[config.mk]
export PLATFORM = sky130hd
export DESIGN_NAME = cache_mem_arbiter
export DESIGN_NICKNAME = d
export VERILOG_FILES = /design/src/rtl/cache_arb_pkg.sv /design/src/rtl/cache_arb_pick.sv /design/src/rtl/cache_mem_arbiter.sv
export SDC_FILE = /design/constraint.sdc
export NUM_CORES = 1
export LEC_CHECK = 0
export ABC_CLOCK_PERIOD_IN_PS = 1900
export CORE_AREA = 4 4 531 533
export DETAILED_ROUTE_END_ITERATION = 10
export DIE_AREA = 0 0 535 537
export DONT_BUFFER_PORTS = 1
export PLACE_DENSITY = 0.3
export SLEW_MARGIN = 40
export SYNTH_ARGS = -nofsm -noshare
export SYNTH_HDL_FRONTEND = slang
export SYNTH_SLANG_ARGS = --single-unit
[constraint.sdc]
create_clock -name clk -period 1.9 [get_ports clk]
set_input_delay 0.095 -clock clk [delete_from_list [all_inputs] [get_ports clk]]
set_output_delay 0.095 -clock clk [all_outputs]
set_load 0.02 [all_outputs]
[src/rtl/cache_arb_pkg.sv]
// Shared types and width constants for the cache/memory arbiter.
// Holds the arbiter states, requester IDs and transaction opcodes.
package cache_arb_pkg;

    localparam int unsigned LINE_W = 256;
    localparam int unsigned ADDR_W = 32;

    typedef enum logic [1:0] {
        IDLE,
        BUSY,
        RELEASE
    } arb_state_t;

    typedef enum logic {
        REQ_I,
        REQ_D
    } arb_req_t;

    typedef enum logic {
        OP_READ,
        OP_WRITE
    } arb_op_t;

    function automatic arb_req_t other_req(input arb_req_t r);
        return (r == REQ_I) ? REQ_D : REQ_I;
    endfunction

endpackage

[src/rtl/cache_arb_pick.sv]
// Combinational grant selection between the icache and dcache requesters.
// Fixed priority favours dcache; round-robin favours the one not granted last.
module cache_arb_pick
    import cache_arb_pkg::*;
#(
    parameter bit RR_MODE = 1'b0
) (
    input  logic     i_req,
    input  logic     d_req,
    input  arb_req_t last_grant,
    output logic     grant_valid,
    output arb_req_t grant_id
);

    always_comb begin
        grant_valid = i_req | d_req;
        grant_id    = REQ_I;
        if (i_req && d_req) begin
            grant_id = RR_MODE ? other_req(last_grant) : REQ_D;
        end else if (d_req) begin
            grant_id = REQ_D;
        end
    end

endmodule

[src/rtl/cache_mem_arbiter.sv]
// Shares one line-granular memory port between the L1 icache and dcache,
// one transaction at a time, with a release cycle after every response.
module cache_mem_arbiter #(
    parameter int unsigned RR_MODE = 0,
    parameter int unsigned ADDR_W  = 32,
    parameter int unsigned LINE_W  = 256
) (
    input  logic              clk,
    input  logic              rst,

    input  logic              icache_read,
    input  logic [ADDR_W-1:0] icache_address,
    output logic              icache_resp,
    output logic [LINE_W-1:0] icache_rdata,

    input  logic              dcache_read,
    input  logic              dcache_write,
    input  logic [ADDR_W-1:0] dcache_address,
    input  logic [LINE_W-1:0] dcache_wdata,
    output logic              dcache_resp,
    output logic [LINE_W-1:0] dcache_rdata,

    output logic              pmem_read,
    output logic              pmem_write,
    output logic [ADDR_W-1:0] pmem_address,
    output logic [LINE_W-1:0] pmem_wdata,
    input  logic              pmem_resp,
    input  logic [LINE_W-1:0] pmem_rdata
);
    import cache_arb_pkg::*;

    arb_state_t        state_q, state_d;
    arb_req_t          owner_q, owner_d;
    arb_req_t          last_grant_q, last_grant_d;
    arb_op_t           op_q, op_d;
    logic [ADDR_W-1:0] addr_q, addr_d;
    logic [LINE_W-1:0] wdata_q, wdata_d;
    logic              pmem_read_q, pmem_read_d;
    logic              pmem_write_q, pmem_write_d;

    logic              d_req;
    logic              grant_valid;
    arb_req_t          grant_id;

    assign d_req = dcache_read | dcache_write;

    cache_arb_pick #(
        .RR_MODE(RR_MODE != 0)
    ) u_pick (
        .i_req      (icache_read),
        .d_req      (d_req),
        .last_grant (last_grant_q),
        .grant_valid(grant_valid),
        .grant_id   (grant_id)
    );

    always_comb begin
        state_d      = state_q;
        owner_d      = owner_q;
        last_grant_d = last_grant_q;
        op_d         = op_q;
        addr_d       = addr_q;
        wdata_d      = wdata_q;
        pmem_read_d  = pmem_read_q;
        pmem_write_d = pmem_write_q;
        icache_resp  = 1'b0;
        dcache_resp  = 1'b0;
        icache_rdata = '0;
        dcache_rdata = '0;

        unique case (state_q)
            IDLE: begin
                if (grant_valid) begin
                    owner_d      = grant_id;
                    last_grant_d = grant_id;
                    if (grant_id == REQ_D) begin
                        addr_d  = dcache_address;
                        wdata_d = dcache_wdata;
                        // A simultaneous read+write from dcache is treated as a writeback.
                        op_d    = dcache_write ? OP_WRITE : OP_READ;
                    end else begin
                        addr_d  = icache_address;
                        wdata_d = '0;
                        op_d    = OP_READ;
                    end
                    pmem_read_d  = (op_d == OP_READ);
                    pmem_write_d = (op_d == OP_WRITE);
                    state_d      = BUSY;
                end
            end
            BUSY: begin
                // A response coinciding with reset is dropped, not forwarded.
                if (pmem_resp && !rst) begin
                    if (owner_q == REQ_I) begin
                        icache_resp  = 1'b1;
                        icache_rdata = pmem_rdata;
                    end else begin
                        dcache_resp  = 1'b1;
                        dcache_rdata = pmem_rdata;
                    end
                    pmem_read_d  = 1'b0;
                    pmem_write_d = 1'b0;
                    state_d      = RELEASE;
                end
            end
            RELEASE: begin
                state_d = IDLE;
            end
            default: begin
                state_d = IDLE;
            end
        endcase
    end

    always_ff @(posedge clk) begin
        if (rst) begin
            state_q      <= IDLE;
            owner_q      <= REQ_I;
            last_grant_q <= REQ_I;
            op_q         <= OP_READ;
            addr_q       <= '0;
            wdata_q      <= '0;
            pmem_read_q  <= 1'b0;
            pmem_write_q <= 1'b0;
        end else begin
            state_q      <= state_d;
            owner_q      <= owner_d;
            last_grant_q <= last_grant_d;
            op_q         <= op_d;
            addr_q       <= addr_d;
            wdata_q      <= wdata_d;
            pmem_read_q  <= pmem_read_d;
            pmem_write_q <= pmem_write_d;
        end
    end

    assign pmem_read    = pmem_read_q;
    assign pmem_write   = pmem_write_q;
    assign pmem_address = addr_q;
    assign pmem_wdata   = wdata_q;

endmodule

# After elaboration in Yosys (flattened, before gate mapping)
# Cells that the tools add are included.
op_classes:
  n_eq_ne: 3
  n_mux: 28
  bitwise_logic: 3
  n_reduce_logical: 8
op_table:
  columns: ["operator", "n"]
  rows:
  - ["$mux W256", 7]
  - ["$mux W32", 1]
  - ["$mux W1", 15]
  - ["$mux W2", 2]
  - ["$ne A2 B2 Y1 const B", 2]
  - ["$pmux W1 S2", 2]
  - ["$pmux W2 S2", 1]
  - ["$reduce_and A2 Y1", 2]
  - ["$reduce_and A3 Y1", 1]
  - ["$eq A2 B1 Y1 const B", 1]
  - ["$logic_and A1 B1 Y1", 2]
  - ["$logic_not A2 Y1", 1]
  - ["$or A1 B1 Y1", 2]
  - ["$reduce_bool A2 Y1", 1]
  - ["$logic_not A1 Y1", 1]
  - ["$not A1 Y1", 1]
word_totals:
  register_bits: 293
  out_inout_bits: 804

# Logic depth before layout (Yosys ltp)
depth:
  depth_word: 9
  depth_mapped: 7
  ltp_nobuf: 3

# Cells and area by module
# Synthesis repeated with hierarchy kept, for this count alone.
unflattened:
  cells_unflattened: 1878
  hier_area_um2: 14531.4
by_module_without_submodules:
  columns: ["mod", "instances", "cells_each", "area_per_inst_um2", "seq_area_each_um2"]
  rows:
  - ["cache_mem_arbiter", 1, 1876, 14521.4, 5865.6]
  - ["cache_arb_pick", 1, 2, 10.0, 0.0]

# Worst setup path after synthesis
# Ideal clock, no wire load.
synth_timing:
  kind: "reg-to-output"
  start: "register state_q[1]"
  end: "output icache_rdata[100]"
  arrival_time_ps: 1557
  path_slack_ps: 248
  path_stages_with_launch: 7
  n_path_buf: 3
  cell_sequence: "dfxtp_1 nor4bb_1 buf_2 and2b_1 buf_2 clkbuf_1 and2_1"
synth_between:
  elab_chain_cells: 2
synth_rtl:
  columns: ["item", "line_no", "text"]
  rows:
  - ["start: declaration", "cache_mem_arbiter.sv:32", "arb_state_t state_q, state_d;"]
  - ["start signal: assignment", "cache_mem_arbiter.sv:126", "state_q <= state_d;"]
  - ["$eq A2 B1 Y1", "cache_mem_arbiter.sv:71", "unique case (state_q)"]
  - ["$mux W256", "cache_mem_arbiter.sv:71", null]
  - ["end: declaration", "cache_mem_arbiter.sv:14", "output logic [LINE_W-1:0] icache_rdata,"]
# No other way between the ends.

# Final worst setup path
layout_timing:
  start: "register state_q[1]"
  end: "output icache_rdata[58]"
# The elaborated chain is that of the path after synthesis.

==> summary.txt <==
Yosys
  – Synth unique cells: 25
  – Main area contributors after synthesis: dfxtp_1, a22o_1, and2_1
  – Primary FF master, synth: dfxtp_1
  – Yosys top cell area share: 45.5%
  – Syn_area_per_cell: 9.38 um^2
  – Mapped Cells: 1375
  – Synth area leader: dfxtp_1
  – Most frequent cells after synthesis: dfxtp_1, and2_1, a22o_1, and3_1, clkbuf_1
  – Register area share after synthesis: 45.5%
  – #FFs+latches synth: 293
  – Yosys Warn Count: 0
  – Post-synth EDFFs: 0
  – Top-count cell post-synth: dfxtp_1
  – Post-Syn Nets: 1957
  – Synth Cell Area: 0.0129 mm^2
  – Post-synth ARST share: 0%

Cells and area
  – Layout cells sized above 1: 42.2%
  – Area Growth Syn to Fin: 152%
  – NumNets Final: 2793
  – Final Util: 11.8%

Power and ir drop
  – Internal power: 0.0133 W
  – Power Density: 637 mW/mm^2
  – Clock Power Share: 37.4%
  – Sw frac: 35.8%
  – Leak pwr: 12.2 nW
  – Worst vdd ir: 0.527 mV
  – Combinational fraction of design power: 25.5%
  – Switch Pwr: 0.00743 W
  – Reg power frac: 37.0%

Clocking
  – Root buf cell: clkbuf_16
  – CTS Buf Count: 39
  – Worst skew pair latency: 620 ps
  – CTS tree: done
  – Longest Clk Path Bufs: 3
  – Num Clock Sinks: 293
  – H-tree levels: 2
  – Clk pin slew, worst setup/hold paths: 50 ps

Timing
  – RSZ-0062 raised after global routing: yes
  – Clk_skew: 29.6 ps
  – Hold WS: 128 ps
  – Worst slew pin tran: 704 ps
  – Final setup fails: 514
  – Max-slew headroom: 53.0%
  – Final cycle utilization of the critical path: 132%
  – Worst Slack Setup Final: -601 ps
  – Final hold viol count: 0
  – Fmax: 400 MHz
  – Min Tclk post-route: 2500 ps
  – Slew Viols, Final: 0
  – Fin Setup TNS: -231710 ps

Floorplan
  – Die span in y: 537 um
  – Top Ports: 1386
  – Initial core utilization: 4.66%
  – FP Rows: 193
  – Die width: 535 um
  – Core Box Area: 0.276 mm^2
  – Die area: 0.287 mm^2

Setup path
  – FF-to-FF path depth: 6
  – Reg-to-Reg End: pmem_write
  – FF-to-FF Start: state_q[1]
  – WS Path Type: flop to primary output
  – Worst setup EP type: primary output
  – Critical Path AT: 2410 ps
  – CP max FO: 70
  – Worst Path Required: 1800 ps
  – Startpoint Class: flop
  – Flop2flop setup slack: 80 ps

Routing
  – Via count: 16600
  – Detailed Route Iter0 Violations: 1020
  – Post-route ant nets: 0
  – Drt total wl: 235000 um
  – Via density: 2.76
  – Number of iterations in the first detailed-routing pass: 4
  – DRC viols: 0
  – Wire per inst: 39.1 um

Global routing
  – Vias in the first global route: 16100
  – Largest net degree at the start of global routing: 69
  – Initial antenna violation count: 218
  – Met1 Resource Use GR: 17.6%
  – Grt met2 use: 23.4%
  – GRT Total Usage: 15.4%
  – Grt met3 use: 11.1%
  – GRT busiest layer: met2
  – Total gr overflow: 0
  – First-pass GRT wire length: 268000 um

Hold path
  – Worst hold path type: primary input to flop
  – Hold path depth: 4
  – Origin of the worst min-delay path: rst
  – Worst Hold Path EP: state_q[1]

Placement
  – Pre-CTS setup slack: -304 ps
  – HPWL after detailed placement: 211000 um
  – Port bufs: 0
  – Routability cong.: 0.926

Status
  – Failing checks: setup timing
  – Status: complete, but fails checks

Run
  – Max-cap violations: 0
[routing by layer]
metal	wire length, um	vias to the layer above	part of all wire, %
met5	347	-	0.15
met4	5970	50	2.5
met3	38600	364	16
met2	100000	1442	43
met1	90100	7979	38
li1	-	6799	-
[power groups by stage]
stage | Sequential, W | Combinational, W | Clock, W
floorplan | 0.00767 | 0.00141 | 0
global placement | 0.00783 | 0.00410 | 0
detailed placement | 0.00782 | 0.00412 | 0
CTS | 0.00769 | 0.00543 | 0.00816
global route | 0.00776 | 0.00564 | 0.00830
finish | 0.00768 | 0.00529 | 0.00776
[cells in the final DEF (no fill, tap or decap), types with 3 or more instances in the layout]
| cell type | netlist | routed |
|---|---|---|
| dlygate4sd3_1 | 0 | 361 |
| buf_12 | 0 | 339 |
| dfxtp_1 | 293 | 290 |
| a22o_1 | 256 | 256 |
| buf_4 | 15 | 198 |
| and3_4 | 0 | 162 |
| and2_1 | 258 | 147 |
| and3_1 | 256 | 94 |
| diode_2 | 0 | 81 |
| and2_4 | 0 | 72 |
| clkbuf_16 | 0 | 42 |
| and2_2 | 0 | 39 |
| nand2_1 | 32 | 32 |
| o21ai_0 | 32 | 32 |
| a21oi_1 | 32 | 32 |
| a311oi_1 | 32 | 32 |
| buf_6 | 2 | 26 |
| buf_16 | 0 | 25 |
| clkbuf_1 | 127 | 8 |
| clkbuf_8 | 0 | 5 |
| bufbuf_16 | 0 | 5 |
| buf_8 | 0 | 5 |
| clkinvlp_4 | 0 | 4 |
| clkinv_2 | 0 | 3 |
[registers in the layout, indices dropped and copies added (netlist names)]
| name | flops |
|---|---|
| pmem_address | 32 |
| pmem_wdata | 256 |
| owner_q | 1 |
| pmem_write | 1 |
| pmem_read | 1 |
| state_q | 2 |
[worst max-delay path by stage]
stage | cells after the start | endpoint | slack [ps] | from
2_1_floorplan | 6 | icache_rdata[100] | 250 | state_q[1]
3_3_place_gp | 7 | icache_rdata[77] | -320 | state_q[0]
3_5_place_dp | 7 | icache_rdata[77] | -300 | state_q[0]
4_1_cts | 8 | icache_rdata[82] | -680 | state_q[1]
5_1_grt | 8 | icache_rdata[215] | -730 | state_q[1]
6_report | 7 | icache_rdata[58] | -600 | state_q[1]
[logic make-up after synthesis]
kind of cell / count (synthesis) / share of synthesized area [%]
buf+inv: 169 / 5.69
simple gates: 556 / 26.4
compound gates: 357 / 22.4
flops: 293 / 45.5
[stage by stage]
stage	std cells	power (W)	instance area, um^2
finish	6025	0.0207	32500
global route	5995	0.0217	32500
CTS	5940	0.0213	32100
detailed placement	5455	0.0119	25000
global placement	5455	0.0119	25000
floorplan	1375	0.00908	12900
[worst max-delay path, stage by stage, from the launching register on]
cell and delay [ps]:
dfxtp_2 330, nor4bb_4 240, buf_4 180, buf_12 100, and2b_4 200, buf_12 190, and2_1 250, buf_4 160
[layout make-up]
class | count | area, um^2
Inverter | 2 | 7.51
Sequential cell | 293 | 5870
Antenna cell | 81 | 203
Multi-Input combinational cell | 913 | 7370
Timing Repair Buffer | 962 | 13200
Clock inverter | 16 | 184
Fill cell | 31400 | 244000
Tap cell | 3705 | 4640
Clock buffer | 53 | 1100
[timing repair]
action | 4_1_cts | 5_1_grt
hold endpoints to repair | 292 | 0
resized for setup | 346 | 97
hold buffers | 364 | 0
setup buffers | 25 | 4
setup endpoints to repair | 514 | 515
pin swaps | 129 | 22
cloned | 27 | 3
(Power assumes the default switching activity.)
